==> config.mk <==
export PLATFORM = sky130hd
export DESIGN_NAME = gate_bist_ctrl
export DESIGN_NICKNAME = d
export VERILOG_FILES = /design/src/rtl/gate_bist_ctrl.sv
export SDC_FILE = /design/constraint.sdc
export NUM_CORES = 1
export LEC_CHECK = 0
export BUFFER_PORTS_ARGS = -buffer_cell sky130_fd_sc_hd__clkbuf_2
export CORE_UTILIZATION = 54
export DETAILED_ROUTE_END_ITERATION = 10
export PLACE_DENSITY = 0.78
export SETUP_SLACK_MARGIN = 0.02
export SLEW_MARGIN = 10
export SYNTH_ARGS = -nofsm -noshare
export SYNTH_HDL_FRONTEND = slang
export SYNTH_SLANG_ARGS = --single-unit
==> constraint.sdc <==
create_clock -name i_clk -period 3.52 [get_ports i_clk]
set_input_delay 0 -clock i_clk [delete_from_list [all_inputs] [get_ports i_clk]]
set_output_delay 0 -clock i_clk [all_outputs]
set_load 0.02 [all_outputs]
==> src/rtl/gate_bist_ctrl.sv <==
// BIST sequencer for the 3-input gate bank: walks all 8 input vectors and grades the 7 outputs.
// A full run takes 8*(SETTLE+2) busy cycles plus one FINISH cycle; START is ignored while not idle.
module gate_bist_ctrl #(
    parameter int SETTLE = 2
) (
    input  logic       i_clk,
    input  logic       i_rst_n,
    input  logic       i_start,
    input  logic       i_abort,
    input  logic       i_out_and,
    input  logic       i_out_or,
    input  logic       i_out_nand,
    input  logic       i_out_nor,
    input  logic       i_out_not,
    input  logic       i_out_buf,
    input  logic       i_out_exor,
    output logic       o_in_1,
    output logic       o_in_2,
    output logic       o_in_3,
    output logic       o_busy,
    output logic       o_done,
    output logic       o_pass,
    output logic [3:0] o_err_cnt,
    output logic [2:0] o_fail_vec,
    output logic [6:0] o_fail_mask
);

    localparam logic [3:0] LP_SETTLE = 4'(SETTLE);

    typedef enum logic [2:0] {
        S_IDLE,
        S_APPLY,
        S_WAIT,
        S_CHECK,
        S_FINISH
    } state_t;

    state_t     r_state;
    logic [2:0] r_vec;
    logic [3:0] r_settle;
    logic [2:0] r_in;
    logic       r_busy;
    logic       r_done;
    logic       r_pass;
    logic [3:0] r_err_cnt;
    logic [2:0] r_fail_vec;
    logic [6:0] r_fail_mask;

    logic [6:0] w_expected;
    logic [6:0] w_actual;
    logic [6:0] w_mismatch;
    logic       w_fail;
    logic [3:0] w_err_next;

    // Bit order of both vectors: [0]AND [1]OR [2]NAND [3]NOR [4]NOT [5]BUF [6]EXOR
    assign w_expected = {r_vec[0] ^ r_vec[1],
                         r_vec[0],
                         ~r_vec[0],
                         ~(r_vec[0] | r_vec[1]),
                         ~(r_vec[0] & r_vec[1]),
                         |r_vec,
                         r_vec[0] & r_vec[1]};
    assign w_actual   = {i_out_exor, i_out_buf, i_out_not, i_out_nor,
                         i_out_nand, i_out_or, i_out_and};
    assign w_mismatch = w_actual ^ w_expected;
    assign w_fail     = |w_mismatch;
    assign w_err_next = r_err_cnt + {3'b000, w_fail};

    always_ff @(posedge i_clk or negedge i_rst_n) begin
        if (!i_rst_n) begin
            r_state     <= S_IDLE;
            r_vec       <= 3'd0;
            r_settle    <= 4'd0;
            r_in        <= 3'd0;
            r_busy      <= 1'b0;
            r_done      <= 1'b0;
            r_pass      <= 1'b0;
            r_err_cnt   <= 4'd0;
            r_fail_vec  <= 3'd0;
            r_fail_mask <= 7'd0;
        end else begin
            r_done <= 1'b0;
            if (i_abort && r_busy) begin
                // Abort keeps partial results but never reports a verdict.
                r_state <= S_IDLE;
                r_in    <= 3'd0;
                r_busy  <= 1'b0;
                r_pass  <= 1'b0;
            end else begin
                case (r_state)
                    S_IDLE: begin
                        if (i_start && !i_abort) begin
                            r_state     <= S_APPLY;
                            r_vec       <= 3'd0;
                            r_in        <= 3'd0;
                            r_busy      <= 1'b1;
                            r_pass      <= 1'b0;
                            r_err_cnt   <= 4'd0;
                            r_fail_vec  <= 3'd0;
                            r_fail_mask <= 7'd0;
                        end
                    end
                    S_APPLY: begin
                        r_settle <= LP_SETTLE;
                        r_state  <= S_WAIT;
                    end
                    S_WAIT: begin
                        if (r_settle <= 4'd1) begin
                            r_state <= S_CHECK;
                        end else begin
                            r_settle <= r_settle - 4'd1;
                        end
                    end
                    S_CHECK: begin
                        r_err_cnt <= w_err_next;
                        if (w_fail && (r_err_cnt == 4'd0)) begin
                            r_fail_vec  <= r_vec;
                            r_fail_mask <= w_mismatch;
                        end
                        if (r_vec == 3'd7) begin
                            r_state <= S_FINISH;
                            r_in    <= 3'd0;
                            r_busy  <= 1'b0;
                            r_done  <= 1'b1;
                            r_pass  <= (w_err_next == 4'd0);
                        end else begin
                            r_state <= S_APPLY;
                            r_vec   <= r_vec + 3'd1;
                            r_in    <= r_vec + 3'd1;
                        end
                    end
                    S_FINISH: begin
                        r_state <= S_IDLE;
                    end
                    default: begin
                        r_state <= S_IDLE;
                        r_in    <= 3'd0;
                        r_busy  <= 1'b0;
                    end
                endcase
            end
        end
    end

    assign o_in_1      = r_in[0];
    assign o_in_2      = r_in[1];
    assign o_in_3      = r_in[2];
    assign o_busy      = r_busy;
    assign o_done      = r_done;
    assign o_pass      = r_pass;
    assign o_err_cnt   = r_err_cnt;
    assign o_fail_vec  = r_fail_vec;
    assign o_fail_mask = r_fail_mask;

endmodule

==> results of run 1 <==
==> placed cells by master, fill, tap and decap left out, types with 4 or more instances in the layout <==
master / count
a21oi_1: 8
a22o_1: 14
clkbuf_2: 30
clkbuf_4: 5
dfrtp_1: 30
ha_1: 7
inv_1: 8
nand2_1: 15
nor2_1: 11
nor3_1: 4
o21ai_0: 12
xnor2_1: 7
==> state kept, by name (all words and copies together) (netlist names) <==
signal	count
o_busy	1
r_settle	4
r_state	3
o_fail_vec	3
o_done	1
o_err_cnt	4
o_fail_mask	7
r_vec	3
o_pass	1
r_in	3
==> worst register-to-register path: stages, from the launching register on <==
cell and delay (ns):
dfrtp_1 0.53, inv_1 0.13, ha_1 0.27, nor3b_1 0.23, a31oi_1 0.10, nor2_1 0.13
o221ai_1 0.12, ha_1 0.21, ha_1 0.30, nor2_1 0.12, nand2_1 0.06, a2111oi_0 0.38
mux2_2 0.23
==> where the power goes <==
group	internal [mW]	leakage (nW)	switching [mW]	total, mW
registers	0.455	0.396	0.128	0.582
clock network	0.0966	0.0353	0.116	0.212
logic	0.307	0.504	0.428	0.736
==> routing by layer <==
layer | up-vias | routed length [µm]
met4 | 0 | 38
met5 | - | 0
met2 | 35 | 1800
li1 | 664 | -
met3 | 4 | 124
met1 | 667 | 1470
==> worst paths after layout <==
check	end	slack [ns]	cells past startpoint
setup reg to reg	o_pass	0.68	12
setup / recovery	o_pass	0.68	12
hold reg to reg	r_in[2]	0.49	1
hold / removal	o_fail_mask[2]	0.04	3
max in group asynchronous	r_in[2]	2.78	2
min in group asynchronous	o_err_cnt[3]	0.25	2
==> cell type report <==
cell class | count | area, µm² | area share
Clock inverter | 1 | 5.00 | 0.00267
Tap cell | 31 | 38.8 | 0.0207
Multi-Input combinational cell | 121 | 836 | 0.446
Clock buffer | 7 | 55.1 | 0.0294
Inverter | 8 | 30.0 | 0.0160
Sequential cell | 30 | 751 | 0.400
Timing Repair Buffer | 31 | 160 | 0.0854
==> cell families after synthesis <==
group | share of synthesized area
xor gates and xnor gates | 0.0532
DFF | 0.456
AOI/OAI and AO/OA | 0.207
adders and majority gates | 0.0532
buffers and inverters | 0.0365
and+or+nand+nor | 0.181
muxes | 0.0137
==> stage by stage <==
stage | total power, mW | cell area (µm²) | utilization | hold WS (ns) | setup slack, ns
global placement | 1.28 | 1810 | 0.638 | 0.0861 | 0.935
floorplan | 1.14 | 1650 | - | -0.296 | 1.09
CTS | 1.54 | 1880 | 0.663 | 0.0321 | 0.623
detailed placement | 1.32 | 1810 | 0.638 | 0.0920 | 0.648
finish | 1.53 | 1880 | 0.663 | 0.0365 | 0.679
global route | 1.66 | 1880 | 0.663 | 0.0565 | 0.343
==> Yosys cell counts, types with 2 or more instances <==
cell type  count
xnor2_1        7
a21oi_1        8
and3b_1        2
a22o_1        14
o221ai_1       2
a21o_1         2
dfrtp_1       30
or2_2          2
or4_1          2
nand3_1        3
and3_1         2
o21ai_0       12
nand2_1       15
nor2_1        11
nor2b_1        3
mux2_2         2
xor2_1         3
buf_6          2
nor3_1         4
ha_1           7
o22ai_1        2
nand2b_1       2
nor3b_1        3
inv_1          8
==> results.toml, run 1 <==
[run_status]
outcome = "finished with violations"
violations = "DRC"

[drt]
ant_nets = 0
wirelength_mm = 3.44
avgRoutedWirePerCell_um = 15.0
vias = 1370
dr.first_iter.drc_count = 68
route.detailed.drc = 3
first_pass_iters = 8
vias_per_cell = 5.98

[timing]
fin_tns_setup_ns = 0
post-route-min-period_ns = 2.84
slew_viol_final = 0
skew_ns = 0.0128
relSlewSlack = 0.501
tightest_slew_ns = 0.748
setup_viol = 0
finalCritPeriodShare = 0.807
hold_violations = 0
rsz0062_at_grt = "no"
fmax_ghz = 0.352

[cts]
htreeDepth = 2
cts_setup_buffers = 0
path_clk_slew_ns = 0.10
numCtsBuffers = 5
worstSkewPairLatency_ns = 0.33
ctsResizeCount = 0
cts.sinks = 30
root_buffer = "clkbuf_4"
cts_tree = "yes"
cts.path.max_buffers = 2
hold_buffers = 1

[floorplanning]
num_rows = 19
initial_core_util = 0.582
core_mm2 = 0.00283
die_height_um = 57.2
fp.dieW_um = 57.2
ioPinCount = 31
dieArea_mm2 = 0.00327

[logic_synthesis]
syn-cell-area_mm2 = 0.00165
synth_top_area_cell = "dfrtp_1"
synth_top_area_share = 0.456
yosys_register_bits = 30
ys_seq_area_frac = 0.456
ys_types = 39
syn_nets = 181
synth-edff-count = 0
synth_cells = 163
synthTopCellsByArea = "dfrtp_1, a22o_1, ha_1"
yosysWarnings = 0
synthArstFlopShare = 1.00
avgSynthCellArea_um2 = 10.1
synth_top_flop_cell = "dfrtp_1"

[worst_setup_path]
crit_path_frequent_cell = "ha_1"
critical_path.endpoint_type = "flop"
max_stage_delay_ns = 0.53
timing.rr.start = "r_vec[0]"
startpoint_type = "flop"
critPathLaunch = "r_vec[0]"
cp.arrival_ns = 3.12
path_buf_inv = 1
required_ns = 3.80
path_cells = "inv_1, ha_1, nor3b_1, a31oi_1, nor2_1, o221ai_1, ha_1, ha_1, nor2_1, nand2_1, a2111oi_0, mux2_2"
path_class = "reg -> reg"
crit_family = "adder cells"
slowest_stage = "dfrtp_1"
cp_max_fo = 8

[cells_and_area]
nets = 215
n_fill_cell = 232
synthToLayoutAreaGrowth_pct = 13.9
antenna_cells = 0
final_layout_size_suffix_gt1_frac = 0.227
final_cells = 229

[place]
place_inst = 220
post-dp-hpwl_mm = 2.57
gp_congestion = 0.864
numPortBuffers = 30

[global_routing]
use_met1 = 0.276
grt_max_degree = 31
grt_pass1_vias = 1316
grt_pass1_wl_mm = 5.85
use_met3 = 0.0658
grt-busiest-layer = "met2"
grt_use_total = 0.236
grt_overflow = 0
antenna_found_initial = 0
met2_usage = 0.408

[pwr]
ir_drop_v = 0.000484
power.density_mw_per_mm2 = 816
leakagePower_nw = 0.935

[min_path]
min_path_type = "in -> reg"
hold_start = "i_out_nand"

[job]
drv_cap = 0
No activity file was read; power rests on OpenSTA's default activity.
==> run 2, diff against run 1 <==
--- a/config.mk
+++ b/config.mk
@@ -6,9 +6,9 @@
 export NUM_CORES = 1
 export LEC_CHECK = 0
 export BUFFER_PORTS_ARGS = -buffer_cell sky130_fd_sc_hd__clkbuf_2
-export CORE_UTILIZATION = 54
+export CORE_UTILIZATION = 49
 export DETAILED_ROUTE_END_ITERATION = 10
-export PLACE_DENSITY = 0.78
+export PLACE_DENSITY = 0.75
 export SETUP_SLACK_MARGIN = 0.02
 export SLEW_MARGIN = 10
 export SYNTH_ARGS = -nofsm -noshare
==> constraint.sdc (replaced) <==
create_clock -name i_clk -period 2.6 [get_ports i_clk]
set_input_delay 0 -clock i_clk [delete_from_list [all_inputs] [get_ports i_clk]]
set_output_delay 0 -clock i_clk [all_outputs]
set_load 0.02 [all_outputs]
==> run 2 against run 1 <==
Against the previous run:
- the run now ends clean
- cell count rose by 6.1%
- utilization fell by 4.6 points
- maximum frequency rose by 17%
- combinational power rose by 44%
- critical endpoint unchanged
==> results.toml, run 2 (synthesis results as in run 1) <==
[floorplanning]
die_height_um = 60.0
core_mm2 = 0.00313
ioPinCount = 31
dieArea_mm2 = 0.00360
num_rows = 20
fp.dieW_um = 60.0
initial_core_util = 0.526

[cts]
worstSkewPairLatency_ns = 0.32
cts_tree = "yes"
htreeDepth = 2
numCtsBuffers = 5
cts.path.max_buffers = 2
cts_setup_buffers = 0
root_buffer = "clkbuf_4"
cts.sinks = 30
path_clk_slew_ns = 0.09

[pwr]
leakagePower_nw = 0.949
p_switching_mw = 0.914
combPwrFrac = 0.500
switching_share = 0.432
p_seq_frac = 0.367
ir_drop_v = 0.000683
p_clk_frac = 0.133
power.density_mw_per_mm2 = 1100
p_total_mw = 2.12
internal-power_mw = 1.20

[cells_and_area]
synthToLayoutAreaGrowth_pct = 17.2
antenna_cells = 0
largest_reg_flops = 7
final_layout_size_suffix_gt1_frac = 0.251
fin_area_mm2 = 0.00193
final_cells = 243
mostFrequentLayoutCells = "clkbuf_2, dfrtp_1, nand2_1, a22o_1, o21ai_0"
nets = 216

[min_path]
hold_start = "i_out_not"
min_path_type = "in -> reg"

[drt]
first_pass_iters = 5
wirelength_mm = 3.45
vias_per_cell = 5.70
vias = 1385
route.detailed.drc = 0
ant_nets = 0
dr.first_iter.drc_count = 36
avgRoutedWirePerCell_um = 14.2

[run_status]
outcome = "finished, final reports clean"

[timing]
finalCritPeriodShare = 0.936
fmax_ghz = 0.411
post-route-min-period_ns = 2.43
tightest_slew_ns = 0.736
fin_tns_setup_ns = 0
relSlewSlack = 0.510
setup_viol = 0
slew_viol_final = 0
skew_ns = 0.00785
hold_violations = 0

[global_routing]
grt_max_degree = 31
grt_pass1_vias = 1295
grt_pass1_wl_mm = 5.59
antenna_found_initial = 0
grt_overflow = 0
grt_use_total = 0.211

[worst_setup_path]
r2r_slack_ns = 0.17
slowest_stage = "dfrtp_1"
timing.rr.start = "r_vec[0]"
critPathLaunch = "r_vec[0]"
path_cells = "ha_1, nor3b_1, o221ai_1, ha_1, ha_1, nor2_1, nand2_1, a2111oi_2, mux2_2"
startpoint_type = "flop"
crit_path_frequent_cell = "ha_1"
required_ns = 2.87
max_stage_delay_ns = 0.41
cp.arrival_ns = 2.71
path_class = "reg -> reg"
critical_path.endpoint_type = "flop"
cp_max_fo = 5

[place]
post-dp-hpwl_mm = 2.54
gp_congestion = 0.866
numPortBuffers = 30
place_inst = 234
dpl-instance-area_mm2 = 0.00183

[job]
drv_cap = 0
==> run 2: cell count changes in the layout (fill, tap and decap cells not counted), sizes merged <==
cell  delta
buf      +1
==> run 2: worst paths after layout <==
kind                                        to  depth (start not counted)
worst max-delay path                    o_pass                          9
worst min-delay path            o_fail_mask[4]                          3
worst max register to register          o_pass                          9
worst min register to register   o_fail_vec[0]                          1
max in group asynchronous       o_fail_mask[6]                          2
min in group asynchronous        o_fail_vec[0]                          2
==> run 2: critical path: cells and delay by family (launching register included) <==
| family | cells | cell delay [ns] |
|---|---|---|
| mux | 1 | 0.20 |
| compound gates | 2 | 0.44 |
| flops | 1 | 0.41 |
| simple gates | 3 | 0.52 |
| fa+ha+maj | 3 | 0.81 |
==> run 2: through the flow <==
stage,hold WS [ns],setup WS [ns],utilization
global placement,0.0859,0.156,0.585
global route,0.0405,-0.0304,0.617
detailed placement,0.0941,0.0693,0.585
finish,0.0438,0.166,0.617
floorplan,-0.296,0.168,-
CTS,0.0295,0.0443,0.607
==> run 2: per-layer routing <==
metal,track usage,wire (µm),up-vias
met1,0.254,1580,675
li1,-,-,669
met2,0.349,1660,35
met4,0.0897,48,0
met3,0.0628,164,6
met5,0,0,-
==> run 2: power groups by stage <==
| stage | combinational [mW] | sequential, mW | clock, mW |
|---|---|---|---|
| finish | 1.06 | 0.777 | 0.282 |
| global route | 1.17 | 0.802 | 0.318 |
| CTS | 1.01 | 0.775 | 0.292 |
| detailed placement | 1.01 | 0.783 | 0 |
| global placement | 0.980 | 0.772 | 0 |
| floorplan | 0.709 | 0.832 | 0 |
==> run 2: timing repair <==
action                                  CTS  global route
hold buffers                              1             0
gates resized for setup                   0             5
endpoints found under the setup margin    0             1
endpoints found under the hold margin    30             0
==> run 2: area by class of cell <==
| cell class | count | area [µm²] |
|---|---|---|
| Tap cell | 44 | 55.1 |
| Clock inverter | 1 | 5.00 |
| Sequential cell | 30 | 751 |
| Fill cell | 262 | 1200 |
| Timing Repair Buffer | 32 | 168 |
| Multi-Input combinational cell | 121 | 867 |
| Inverter | 8 | 30.0 |
| Clock buffer | 7 | 55.1 |
==> run 3, diff against run 2 <==
--- a/config.mk
+++ b/config.mk
@@ -6,10 +6,12 @@
 export NUM_CORES = 1
 export LEC_CHECK = 0
 export BUFFER_PORTS_ARGS = -buffer_cell sky130_fd_sc_hd__clkbuf_2
+export CORE_MARGIN = 5
 export CORE_UTILIZATION = 49
 export DETAILED_ROUTE_END_ITERATION = 10
-export PLACE_DENSITY = 0.75
+export PLACE_DENSITY = 0.8
 export SETUP_SLACK_MARGIN = 0.02
+export SKIP_CTS_REPAIR_TIMING = 1
 export SLEW_MARGIN = 10
 export SYNTH_ARGS = -nofsm -noshare
 export SYNTH_HDL_FRONTEND = slang
==> run 3 against run 2 <==
Against the previous run:
- clock skew rose by 0.0030 ns
- routed wire length grew 1.7%
- worst hold slack improved by 0.0071 ns
- non-clock buffer count is 1 higher
- sequential share of layout area down 0.13 points
- first-iteration DRC count increased by 69%
- via count down 2.7%
- count of clock-buffer cells in the layout did not move
- power shrank 0.56%
==> results.toml, run 3 (synthesis results as in run 1) <==
[worst_setup_path]
r2r_end = "o_pass"
cp.arrival_ns = 2.72
startpoint_type = "flop"
critical_path.endpoint_type = "flop"
timing.rr.start = "r_vec[0]"
critPathLaunch = "r_vec[0]"
path_class = "reg -> reg"
required_ns = 2.88
r2r_slack_ns = 0.15
cp_max_fo = 7
ff2ff_path_depth = 10

[cells_and_area]
fin_area_mm2 = 0.00194
largest_reg_flops = 7
final_cells = 246
nets = 217
mostFrequentLayoutCells = "clkbuf_2, dfrtp_1, nand2_1, a22o_1, o21ai_0"
n_fill_cell = 289
antenna_cells = 0
final_layout_size_suffix_gt1_frac = 0.255
synthToLayoutAreaGrowth_pct = 17.6

[pwr]
leakagePower_nw = 0.959
power.density_mw_per_mm2 = 1090
ir_drop_v = 0.000636

[cts]
path_clk_slew_ns = 0.10
numCtsBuffers = 5
cts.path.max_buffers = 2
root_buffer = "clkbuf_4"
cts_tree = "yes"
worstSkewPairLatency_ns = 0.33
cts.sinks = 30
htreeDepth = 2

[global_routing]
grt_use_total = 0.167
grt_pass1_vias = 1273
grt_max_degree = 31
grt_pass1_wl_mm = 5.73
grt_overflow = 0
antenna_found_initial = 0

[drt]
avgRoutedWirePerCell_um = 14.3
first_pass_iters = 4
wirelength_mm = 3.51
dr.first_iter.drc_count = 61
vias_per_cell = 5.48
ant_nets = 0
route.detailed.drc = 0
vias = 1347

[floorplanning]
fp.dieW_um = 68.0
dieArea_mm2 = 0.00462
initial_core_util = 0.501
ioPinCount = 31
die_height_um = 68.0
num_rows = 21
core_mm2 = 0.00328

[place]
place_ws_ns = 0.0694
dpl-instance-area_mm2 = 0.00183
post-dp-hpwl_mm = 2.59
place_inst = 236
numPortBuffers = 30
gp_congestion = 0.802

[run_status]
outcome = "finished, final reports clean"

[timing]
post-route-min-period_ns = 2.45
slew_viol_final = 0
fin_ws_ns = 0.155
fmax_ghz = 0.409
setup_viol = 0
tightest_slew_ns = 0.732
relSlewSlack = 0.512
skew_ns = 0.0108
hold_violations = 0
finalCritPeriodShare = 0.940

[min_path]
min_path_type = "in -> reg"
hold_start = "i_abort"
holdPathEnd = "r_state[0]"
hold_depth = 4

[job]
drv_cap = 0
## run 3: final cells by class
cell class	instances	area, µm²	share of cell area
timing repair buffer	33	175	0.0904
inverter	8	30.0	0.0155
multi-input combinational	121	863	0.446
sequential	30	751	0.388
clock inverter	1	5.00	0.00258
tap	46	57.6	0.0297
clock buffer	7	55.1	0.0284
## run 3: worst max path at each step
stage	to	slack [ns]	cells past startpoint
after CTS	o_pass	0.05	10
after global placement	o_pass	0.11	10
final	o_pass	0.15	10
after floorplan	o_pass	0.17	13
after detailed placement	o_pass	0.07	10
after global routing	o_pass	-0.005	12
## run 3: where the power goes
| group | total [mW] | switching (mW) | internal [mW] |
|---|---|---|---|
| registers | 0.774 | 0.158 | 0.615 |
| logic | 1.04 | 0.594 | 0.444 |
| clock network | 0.294 | 0.163 | 0.131 |
| total | 2.10 | 0.914 | 1.19 |
## run 3: critical path, stage by stage (launching register included)
cell and delay (ns):
dfrtp_1 0.39, buf_4 0.16, ha_1 0.29, nor3b_2 0.24, o221ai_1 0.14, ha_1 0.23
ha_1 0.29, nor2_1 0.11, nand2_1 0.07, a2111oi_2 0.27, mux2_4 0.20
## run 3: metrics by stage
stage	power, mW	hold WS (ns)	TNS [ns]	utilization
after floorplan	1.54	-0.296	0	-
after global placement	1.76	0.0943	0	0.558
after detailed placement	1.79	0.0942	0	0.558
after CTS	2.09	-0.276	0	0.576
after global routing	2.27	0.0564	-0.00473	0.590
final	2.10	0.0509	0	0.590
## run 3: per-layer routing
metal,track usage,wire length (µm)
met4,0.0720,61
met1,0.203,1630
met5,0,0
met2,0.271,1610
met3,0.0525,209
